===== config.mk =====
export PLATFORM = sky130hd
export DESIGN_NAME = snax_exercise_ctrl
export DESIGN_NICKNAME = d
export VERILOG_FILES = /design/src/rtl/snax_exercise_pkg.sv /design/src/rtl/snax_exercise_ctrl_cnt.sv /design/src/rtl/snax_exercise_ctrl.sv
export SDC_FILE = /design/constraint.sdc
export NUM_CORES = 1
export LEC_CHECK = 0
export CAP_MARGIN = 40
export CORE_UTILIZATION = 45
export CTS_CLUSTER_DIAMETER = 60
export DETAILED_ROUTE_END_ITERATION = 6
export GPL_ROUTABILITY_DRIVEN = 0
export HOLD_SLACK_MARGIN = 0.12
export PLACE_DENSITY = 0.77
export SLEW_MARGIN = 20
export SYNTH_ARGS = -nofsm -noshare
export SYNTH_HDL_FRONTEND = slang
export SYNTH_SLANG_ARGS = --single-unit

===== constraint.sdc =====
create_clock -name clk_i -period 4.8 [get_ports clk_i]
set_input_delay 0.96 -clock clk_i [delete_from_list [all_inputs] [get_ports clk_i]]
set_output_delay 0.96 -clock clk_i [all_outputs]
set_load 0.005 [all_outputs]

===== src/rtl/snax_exercise_pkg.sv =====
// Shared types and widths for the SNAX exercise PE sequencing controller.
package snax_exercise_pkg;

    localparam int RegDataWidth = 32;
    localparam int BiasWidth    = 2 * RegDataWidth;

    typedef enum logic [1:0] {
        IDLE = 2'd0,
        RUN  = 2'd1,
        DONE = 2'd2
    } ctrl_state_e;

endpackage


===== src/rtl/snax_exercise_ctrl_cnt.sv =====
// Loadable/clearable up-counter with enable; Saturate=1 holds at all-ones, else wraps.
module snax_exercise_ctrl_cnt #(
    parameter int Width    = 32,
    parameter bit Saturate = 1'b0
) (
    input  logic             clk_i,
    input  logic             rst_i,
    input  logic             clr_i,
    input  logic             load_i,
    input  logic [Width-1:0] load_val_i,
    input  logic             en_i,
    output logic [Width-1:0] cnt_o
);

    logic [Width-1:0] cnt_d, cnt_q;
    logic             at_max;

    assign at_max = Saturate && (cnt_q == {Width{1'b1}});

    // Clear wins over load, load wins over increment.
    always_comb begin
        cnt_d = cnt_q;
        if (clr_i) begin
            cnt_d = '0;
        end else if (load_i) begin
            cnt_d = load_val_i;
        end else if (en_i && !at_max) begin
            cnt_d = cnt_q + Width'(1);
        end
    end

    always_ff @(posedge clk_i) begin
        if (rst_i) begin
            cnt_q <= '0;
        end else begin
            cnt_q <= cnt_d;
        end
    end

    assign cnt_o = cnt_q;

endmodule


===== src/rtl/snax_exercise_ctrl.sv =====
// Job sequencer gating the PE acc_ready so exactly csr_len results are handshaked.
// Define SNAX_EXERCISE_CTRL_PERF_EN to add the saturating busy-cycle counter perf_cycles_o.
module snax_exercise_ctrl
    import snax_exercise_pkg::*;
(
    input  logic                    clk_i,
    input  logic                    rst_i,
    input  logic                    csr_start_i,
    input  logic [RegDataWidth-1:0] csr_len_i,
    input  logic [RegDataWidth-1:0] csr_upper_bias_i,
    input  logic [RegDataWidth-1:0] csr_lower_bias_i,
    input  logic                    csr_clr_done_i,
    output logic                    busy_o,
    output logic                    done_o,
    output logic [RegDataWidth-1:0] res_cnt_o,
`ifdef SNAX_EXERCISE_CTRL_PERF_EN
    output logic [RegDataWidth-1:0] perf_cycles_o,
`endif
    output logic                    pe_acc_ready_o,
    input  logic                    pe_out_valid_i,
    input  logic                    pe_out_ready_i,
    output logic [RegDataWidth-1:0] pe_upper_bias_o,
    output logic [RegDataWidth-1:0] pe_lower_bias_o
);

    ctrl_state_e              state_d, state_q;
    logic [RegDataWidth-1:0]  len_d, len_q;
    logic [BiasWidth-1:0]     bias_d, bias_q;
    logic                     start_acc;
    logic                     hs;
    logic                     last_hs;

    // Starts are only honoured outside RUN so an in-flight job keeps its config.
    assign start_acc = csr_start_i && (state_q != RUN);
    assign hs        = pe_out_valid_i && pe_out_ready_i && pe_acc_ready_o;
    assign last_hs   = hs && (res_cnt_o == len_q - RegDataWidth'(1));

    always_comb begin
        state_d = state_q;
        len_d   = len_q;
        bias_d  = bias_q;
        if (start_acc) begin
            len_d   = csr_len_i;
            bias_d  = {csr_upper_bias_i, csr_lower_bias_i};
            state_d = (csr_len_i != '0) ? RUN : DONE;
        end else begin
            unique case (state_q)
                RUN:     if (last_hs) state_d = DONE;
                DONE:    if (csr_clr_done_i) state_d = IDLE;
                default: state_d = state_q;
            endcase
        end
    end

    always_ff @(posedge clk_i) begin
        if (rst_i) begin
            state_q <= IDLE;
            len_q   <= '0;
            bias_q  <= '0;
        end else begin
            state_q <= state_d;
            len_q   <= len_d;
            bias_q  <= bias_d;
        end
    end

    assign busy_o          = (state_q == RUN);
    assign done_o          = (state_q == DONE);
    assign pe_acc_ready_o  = (state_q == RUN);
    assign pe_upper_bias_o = bias_q[BiasWidth-1:RegDataWidth];
    assign pe_lower_bias_o = bias_q[RegDataWidth-1:0];

    snax_exercise_ctrl_cnt #(
        .Width    (RegDataWidth),
        .Saturate (1'b0)
    ) i_res_cnt (
        .clk_i      (clk_i),
        .rst_i      (rst_i),
        .clr_i      (start_acc),
        .load_i     (1'b0),
        .load_val_i ('0),
        .en_i       (hs),
        .cnt_o      (res_cnt_o)
    );

`ifdef SNAX_EXERCISE_CTRL_PERF_EN
    snax_exercise_ctrl_cnt #(
        .Width    (RegDataWidth),
        .Saturate (1'b1)
    ) i_perf_cnt (
        .clk_i      (clk_i),
        .rst_i      (rst_i),
        .clr_i      (start_acc),
        .load_i     (1'b0),
        .load_val_i ('0),
        .en_i       (busy_o),
        .cnt_o      (perf_cycles_o)
    );
`endif

endmodule


Yosys cells after proc, flatten, opt, wreduce, memory -nomap -nowiden
Cells that the tools add are included.

storage, ports and cells
  register bits after elaboration = 130

cells by class
  add/sub/neg operators = 2
  equality and inequality tests = 6
  multiplexer cells = 5
  reduce and logical (&&, ||, !) cells = 8

operators with widths
  kind                     number
  $add A32 B1 Y32 const B  1
  $eq A32 B32 Y1           1
  $reduce_bool A32 Y1      1
  $sub A32 B1 Y32 const B  1
  $mux W2                  4
  $logic_and A1 B1 Y1      4
  $pmux W2 S2              1
  $ne A3 B1 Y1 const B     1
  $ne A3 B2 Y1 const B     1
  $reduce_and A3 Y1        1
  $reduce_bool A3 Y1       1
  $eq A2 B1 Y1 const B     1
  $eq A2 B2 Y1 const B     1
  $ne A2 B1 Y1 const B     1
  $reduce_or A2 Y1         1

Longest topological paths before layout
  word-level depth = 6
  gate-level depth with buffers = 11
  gate-level depth less buffers = 10

Hierarchy
From an unflattened synthesis, not the netlist that was laid out.

unflattened totals
  cells, all modules = 850
  area, all modules = 6552.5 µm²

by module, submodules not included
  module                  times used  cells each  area an instance (µm²)  sequential area each (µm²)
  snax_exercise_ctrl      1           630         4754.6                  1961.9
  snax_exercise_ctrl_cnt  1           220         1798.0                  640.6

Worst setup path before layout
Ideal clock, no wire load.

  path type = flip-flop to flip-flop
  from = reg len_q[4]
  to = reg state_q[1]
  arrival time = 3.036 ns
  path slack = 1.628 ns
  cell stages (with the launch flop) = 11
  path buffers = 2
  cell sequence = dfxtp_1 > buf_6 > or4_1 > buf_2 > nor4_4 > a32oi_1 > a311o_1 > or4_1 > or4b_1 > o311ai_1 > o211ai_1

between the ends
  word-level cells in the longest chain between the ends = 5

RTL lines
  element                      RTL line                  RTL
  from (decl)                  snax_exercise_ctrl.sv:27  logic [RegDataWidth-1:0] len_d, len_q;
  from (signal assigned)       snax_exercise_ctrl.sv:62  len_q <= len_d;
  $sub A32 B1 Y32              snax_exercise_ctrl.sv:36  assign last_hs = hs && (res_cnt_o == len_q - RegDataWidth'(1));
  $eq A32 B32 Y1               snax_exercise_ctrl.sv:36
  $logic_and A1 B1 Y1          snax_exercise_ctrl.sv:36
  $ne A3 B1 Y1 (no line)       --
  $reduce_and A3 Y1 (no line)  --
  to (signal assigned)         snax_exercise_ctrl.sv:61  state_q <= state_d;
  to (decl)                    snax_exercise_ctrl.sv:26  ctrl_state_e state_d, state_q;

No other way between the ends.
A chain may end at the register's enable or synchronous reset.

Worst setup path in the final report
  from = reg len_q[0]
  to = reg state_q[1]

Same word-level chain as after synthesis.

==> results_dict.tcl <==
set metrics [dict create \
    grt_pass1_wl_um 28300 \
    final_net_count 1082 \
    yosysMostFrequentCell "nand2_1" \
    antenna_found_initial 1 \
    cts_resized 0 \
    critPathLaunchType "flip-flop" \
    final_core_util 0.664 \
    htree_levels 4 \
    vias_per_cell 5.23 \
    critPathKind "reg2reg" \
    syn_nets 910 \
    synthTopCellsByCount "214 x nand2_1, 130 x dfxtp_1, 108 x a21oi_1" \
    dp_hpwl_um 12700 \
    fp.dieW_um 119 \
    synthDistinctLibCells 56 \
    synth_top_area_frac 0.420 \
    postSynthCellCount 804 \
    area_growth_pct 42.9 \
    outcome "finished clean" \
    async_flop_share 0 \
    die_h_um 119 \
    clockBufferDepth 2 \
    clock_latency_ns 0.42 \
    synth-main-ff-cell "dfxtp_1" \
    required_ns 5.09 \
    drc 0 \
    ys_ff_latch 130 \
    cp.arrival_ns 3.83 \
    crit_fanout 7 \
    io_buffers 200 \
    maxSlewViolCount 0 \
    seq_area_frac_synth 0.420 \
    dp_slack_ns 1.30 \
    grt_pass1_vias 5720 \
    min_path_type "reg2reg" \
    finalNonFillerCells 1166 \
    worstSetupEndpointType "flip-flop" \
    startpoint "len_q[0]" \
    tightest_slew_ns 0.834 \
    grt_max_degree 61 \
    core-area_mm2 0.0133 \
    synth_top_cell_by_area "dfxtp_1" \
    hold_buffers 0 \
    slew_headroom 0.444 \
    finalSetupViolations 0 \
    num_rows 42 \
    rr_startpoint "len_q[0]" \
    cts_sinks 130 \
    fin_worst_skew_ns 0.00821 \
    ant_nets 0 \
    synth-edff-count 0 \
    drive_gt1_frac 0.0526 \
    powerDensity_mw_per_mm2 361 \
    hold_viol 0 \
    post-cts-setup-buffers 0 \
    rsz0062_at_grt "no" \
    drt_iter0_drc 365 \
    yosysWarnings 0 \
    max-vdd-ir-drop_uv 266 \
    synth.area.top_cells "dfxtp_1 42%, nand2_1 13%, a21oi_1 8.7%, xor2_1 5.4%, xnor2_1 4.5%" \
    wl_per_cell_um 15.0 \
    totalWireLength_um 17500 \
    track_usage 0.252 \
    synth_area_mm2 0.00620 \
    finalPower_mw 3.20 \
    grt_overflow 0 \
    firstDrtPassIters 5 \
    synth_area_per_cell_um2 7.71 \
    vias 6094 \
    cts_tree "done" \
    clk_pin_slew_ns 0.06 \
    fmax_ghz 0.282 \
    initial_core_util 0.464 \
    setup_slack_ns 1.26 \
    fin_crit_sh 0.738 \
    min_period_ns 3.54 \
    tns_ns 0 \
    p_leak_nw 3.20 \
    fillers 1158 \
    worstHoldStart "bias_q[53]" \
    cts_root_buffer "clkbuf_16" \
    cap_violations 0 \
    die_area_mm2 0.0142 \
    placedCellCount 1133 \
    num_io_pins 201 \
    numCtsBuffers 17 \
]
sequential cells by signal, summed over array words and instances (netlist names):
signal           flops
i_res_cnt.cnt_o     32
len_q               32
state_q              2
bias_q              64
worst paths after layout:
| check | to | slack [ns] | cells after the start |
|---|---|---|---|
| setup / recovery | state_q[1] | 1.26 | 10 |
| setup reg to reg | state_q[1] | 1.26 | 10 |
| hold reg to reg | bias_q[53] | 0.45 | 2 |
| hold / removal | bias_q[53] | 0.45 | 2 |
placed cells by master (no fill, tap or decap), types with 3 or more instances in the layout:
| master | instances |
|---|---|
| a21oi_1 | 108 |
| nor2_1 | 53 |
| nand2_1 | 214 |
| xor2_1 | 38 |
| o21ai_0 | 3 |
| nand4_1 | 18 |
| or3_1 | 5 |
| inv_1 | 13 |
| nor4b_1 | 3 |
| clkinvlp_4 | 4 |
| nor3_1 | 14 |
| ha_1 | 4 |
| dfxtp_1 | 130 |
| clkinv_4 | 3 |
| nor4_1 | 21 |
| o2111ai_1 | 3 |
| clkdlybuf4s50_1 | 199 |
| or4_1 | 9 |
| nand2b_1 | 3 |
| a31oi_1 | 8 |
| and3_1 | 7 |
| a211oi_1 | 4 |
| and4_1 | 4 |
| xnor2_1 | 32 |
| o21a_1 | 3 |
| nand3_1 | 15 |
| clkbuf_16 | 17 |
| clkinv_2 | 4 |
| o41ai_1 | 3 |
| buf_4 | 5 |
through the flow:
step / hold slack (ns) / instance area [µm²]
floorplan: 0.450 / 6200
global placement: 0.440 / 8270
detailed placement: 0.446 / 8270
CTS: 0.453 / 8860
global route: 0.468 / 8860
finish: 0.452 / 8860
area by class of cell:
cell class	count	area [µm²]	area share
Clock buffer	19	453	0.0511
Antenna cell	1	2.50	0.000282
Inverter	13	48.8	0.00551
Timing Repair Buffer	206	2050	0.232
Multi-Input combinational cell	608	3340	0.377
Clock inverter	13	136	0.0154
Sequential cell	130	2600	0.294
Tap cell	176	220	0.0249
cell families (layout without fill, tap and decap cells):
logic type                 Yosys count  count (layout)  synth area share
other                                0               1                 0
adders and majority gates            4               4           0.00807
xor gates and xnor gates            70              70            0.0989
buffers and inverters               66             251            0.0434
AOI/OAI and AO/OA                  152             152             0.142
muxes                                2               2           0.00343
and+or+nand+nor                    380             380             0.284
DFF                                130             130             0.420
metal layers:
metal / vias up / track usage / part of all wire
met5: - / 0 / 0
met3: 31 / 0.105 / 0.095
met1: 2756 / 0.302 / 0.43
met2: 204 / 0.400 / 0.46
met4: 0 / 0.0977 / 0.020
li1: 3103 / - / -
power by group:
group	total, mW	switching (mW)	leakage [nW]	internal (mW)
registers	1.23	0.0702	1.06	1.16
logic	0.699	0.362	1.85	0.337
clock network	1.27	0.485	0.281	0.788
critical path, cell delays in order (launching register included):
cell      delay, ns
dfxtp_1        0.35
inv_1          0.07
ha_1           0.21
nor3b_1        0.67
nand4_1        0.42
nor4_1         0.34
xnor2_1        0.13
or3_1          0.37
or4_1          0.41
o311ai_1       0.33
o211ai_1       0.13
Power figures use the tool's default switching activity.
==> variant 1: new RTL, same settings <==
The option `SNAX_EXERCISE_CTRL_PERF_EN` is turned on by a define.
--- a/src/rtl/snax_exercise_ctrl.sv
+++ b/src/rtl/snax_exercise_ctrl.sv
@@ -2,2 +2,4 @@
 // Define SNAX_EXERCISE_CTRL_PERF_EN to add the saturating busy-cycle counter perf_cycles_o.
+`define SNAX_EXERCISE_CTRL_PERF_EN
+
 module snax_exercise_ctrl
Check against the original RTL (old outputs only; new: perf_cycles_o): equivalent (equiv_simple and equiv_induct, registers matched by name and starting in step).
==> variant 1 against the unedited design <==
Global-route usage decreased by 0.72 points. Sequential cell count up 32. Combinational power is 8.6% lower. Total power up 7.2%. Routed wire length is 19% higher. Synthesized area is 19% higher. Synthesized cell count rose by 17%. Sequential share of layout area rose by 1.7 points. Setup slack improved by 0.48 ns. Design area is 18% higher. Critical path type unchanged. Largest cell class unchanged.
==> variant 1: results (changes against the unedited design) <==
1st-iter DRT viols 363 (-0.55%); first-pass GRT wire length 32400 um (+14%); clock share of power 38.0% (-1.8 points); #MultiIn Comb 708 (+16%); synthesized area per cell 7.89 um2 (+2.3%); Worst Path Max Fanout 9 (+2); Setup crit end kind register; number of clock buffers in the layout 20 (+1); share of cells above drive strength 1 4.24% (-1.0 points); min Tclk post-route 3.06 ns (-0.478 ns); clock network area share 5.29% (-1.4 points); vias in the first global route 6597 (+15%); Site Rows 46 (+9.5%); Register Area 3240 um2 (+25%); critical path endpoint state_q[0]; clk sinks 162 (+25%); Fillers 1422 (+23%); Tot Pwr 3.43 mW (+7.2%); Post-DP Area 9880 um2 (+20%); power density over the cells 329 nW/um2 (-9.0%); port buffer count 232 (+16%); Cells after DPL 1341 (+18%); crit path DAT 3.37 ns (-0.46 ns); multi-input gate share of total cell area 37.3% (-0.40 points); Syn Nets 1044 (+15%); max incr delay on CP 0.48 ns (-0.19 ns); synth unique cells 55 (-1.8%); Comb. pwr 639 uW (-8.6%); status complete, no violations; Switching Share 27.2% (-1.4 points); Post-Synth Adder-Cell Area 0.846% (+0.039 points); Synth area leaders dfxtp_1 (44%), nand2_1 (11%), a21oi_1 (8.0%); Routed wire per std cell 15.1 um (+0.72%); Setup WS pre-CTS 1.44 ns (+0.137 ns); Slew @ Worst Pin 0.693 ns (-0.141 ns); clk_skew 0.00837 ns (+0.000160 ns); Post-Synth XOR/XNOR Area 10.2% (+0.30 points); Signal buf overhead 23.2% (about the same); Synth top cells by count nand2_1 (224), dfxtp_1 (162), a21oi_1 (118); Worst R2R Setup Slack 1.74 ns (+0.48 ns); register area share after synthesis 43.9% (+1.9 points); cell leakage power 3.70 nW (+16%); Compound-Gate Fraction of Synth Area 12.9% (-1.3 points); HPWL after detailed placement 15200 um (+20%); Non-clock buffers 241 (+17%); worst hold path startpoint bias_q[15]; gr usage total 24.5% (-0.72 points); largest net degree at the start of global routing 67 (+9.8%)
variant 1: tightest hold or removal path, delay by kind of cell, from the launching register on:
kind	cells	cell delay, ns
flip-flops	1	0.31
AO/OA/AOI/OAI	1	0.05
AND/OR/NAND/NOR	1	0.05
variant 1: routing by layer:
layer | global-route usage [%] | up-vias | share of wire (%)
met5 | 0 | - | 0
met4 | 7.25 | 0 | 1.6
met3 | 8.61 | 20 | 7.4
met2 | 40.6 | 212 | 48
met1 | 29.7 | 3319 | 43
li1 | - | 3617 | -
variant 1: worst min-delay path by stage:
stage	end	slack [ns]	cells past startpoint
floorplan	len_q[31]	0.45	2
global placement	bias_q[47]	0.44	2
detailed placement	bias_q[9]	0.45	2
CTS	bias_q[40]	0.45	2
global route	bias_q[8]	0.47	2
finish	bias_q[15]	0.45	2
==> variant 2: new RTL, same flow settings <==
Without the edit above. Register the output `res_cnt_o`, cleared by the reset; this adds one clock of latency there. The other outputs are not delayed to match.
--- a/src/rtl/snax_exercise_ctrl.sv
+++ b/src/rtl/snax_exercise_ctrl.sv
@@ -25,2 +25,4 @@
 
+    logic [RegDataWidth-1:0] res_cnt_d;
+
     ctrl_state_e              state_d, state_q;
@@ -35,3 +37,3 @@
     assign hs        = pe_out_valid_i && pe_out_ready_i && pe_acc_ready_o;
-    assign last_hs   = hs && (res_cnt_o == len_q - RegDataWidth'(1));
+    assign last_hs   = hs && (res_cnt_d == len_q - RegDataWidth'(1));
 
@@ -82,3 +84,3 @@
         .en_i       (hs),
-        .cnt_o      (res_cnt_o)
+        .cnt_o      (res_cnt_d)
     );
@@ -100,2 +102,10 @@
 
+    always_ff @(posedge clk_i) begin
+        if (rst_i) begin
+            res_cnt_o <= '0;
+        end else begin
+            res_cnt_o <= res_cnt_d;
+        end
+    end
+
 endmodule
Behaviour: not the same (a bounded check fails within 4 cycles, from zero or initial values and one cycle with rst_i high).
==> variant 2 against the unedited design <==
Design area up 8.5%. Setup slack better by 0.54 ns. Total power up 4.0%. First-iteration DRC count up 13%. Synthesized area up 12%. Routed wire length up 1.3%. Sequential share of layout area up 4.4 points. Sequential cell count up 32. Critical path type is now input pin to register. Largest cell class unchanged.
==> variant 2: results (changes against the unedited design) <==
Post-DP Area 9020 um2 (+9.1%); Root Buffer clkbuf_16; first-pass GRT wire length 29000 um (+2.3%); Register Area 3240 um2 (+25%); Detailed Route WL 17700 um (+1.3%); register area share after synthesis 46.7% (+4.7 points); Worst R2R Setup Slack 1.83 ns (+0.57 ns); cts bufs inserted 17 (unchanged); cell leakage power 3.46 nW (+8.3%); slew margin rel. 53.9% (+9.5 points); Fillers 1312 (+13%); clk_skew 0.00761 ns (-0.000598 ns); Top delay family on crit path simple AND/OR/NAND/NOR gates; vias in the first global route 5870 (+2.6%); gr usage total 23.0% (-2.2 points); initial antenna violation count 0 (-1); HPWL after detailed placement 12900 um (+1.7%); port buffer count 200 (unchanged); clock latency at the later pin of the worst-skew pair 0.42 ns (about the same); DR vias/cell 5.18 (-0.81%); YS warnings 0 (unchanged); Synth top cells by count nand2_1 (215), dfxtp_1 (162), a21oi_1 (105); max incr delay on CP 0.45 ns (-0.22 ns); 1st-iter DRT viols 412 (+13%); clock tree buffer depth 2 (unchanged); HP Class register to register; Most flops, register bias_q; Worst Path Max Fanout 7 (unchanged); Synth async-reset ratio 0% (unchanged); synth unique cells 54 (-3.6%); Hold WS 0.451 ns (-0.000872 ns); post-CTS resize count 0 (unchanged); First-pass DRT Iterations 5 (unchanged); Clock transition at path regs 0.06 ns (about the same); Synth area leaders dfxtp_1 (47%), nand2_1 (12%), a21oi_1 (7.6%); Layout Nets 1128 (+4.3%); largest net degree at the start of global routing 74 (+21%); ANT cells 0 (-1); Worst VDD drop 248 uV (-6.7%); slowest stage cell, crit path clkdlybuf4s50_1; status complete, no violations; share of cells above drive strength 1 4.93% (-0.33 points); Post-CTS Setup Bufs 0 (unchanged); EDFF count, synth 0 (unchanged); Syn Nets 960 (+5.5%); crit path DAT 3.28 ns (-0.55 ns); max reg flops 64 (unchanged); CTS HTree Levels 4 (unchanged)
==> variant 2: where the power goes <==
group | leakage (nW) | total [mW] | internal (mW) | switching [mW]
Combinational | 1.85 | 0.527 | 0.267 | 0.260
Clock | 0.292 | 1.34 | 0.807 | 0.536
Sequential | 1.32 | 1.46 | 1.40 | 0.0535
Total | 3.46 | 3.33 | 2.48 | 0.850
==> variant 2: final cells by class <==
| type | instances | area share [%] |
|---|---|---|
| multi-input cells | 627 | 35.8 |
| clock inverters | 12 | 1.35 |
| well taps | 188 | 2.45 |
| repair buffers | 206 | 21.5 |
| flip-flops and latches | 162 | 33.7 |
| clock buffers | 20 | 4.85 |
| inverters | 8 | 0.312 |
==> variant 2: cells by family (layout without fill, tap and decap cells) <==
kind of cell    Yosys count  count (layout)  synth area share (%)
fa+ha+maj                 4               4                 0.721
flops                   162             162                  46.7
buf+inv                  65             246                  3.95
xor+xnor                 65              65                  8.20
mux                       2               2                 0.288
simple gates            410             410                  28.3
compound gates          146             146                  11.9
==> variant 2: through the flow <==
step           setup WS (ns)  std cells
6_report                1.79       1223
3_3_place_gp            1.41       1190
3_5_place_dp            1.42       1191
4_1_cts                 1.81       1223
2_1_floorplan           2.11        854
5_1_grt                 1.60       1223
==> variant 2: per-layer routing <==
layer / GRT usage (%) / up-vias / part of all wire (%)
li1: - / 3227 / -
met2: 39.0 / 222 / 47
met4: 6.17 / 0 / 1.3
met3: 9.81 / 16 / 9.5
met1: 26.5 / 2875 / 42
met5: 0 / - / 0
==> variant 2: final timing paths <==
path	startpoint	to	depth (start not counted)
max reg2reg	len_q[0]	state_q[0]	10
max	pe_out_valid_i	i_res_cnt.cnt_o[30]	9
min reg2reg	bias_q[0]	bias_q[0]	2
min	bias_q[0]	bias_q[0]	2
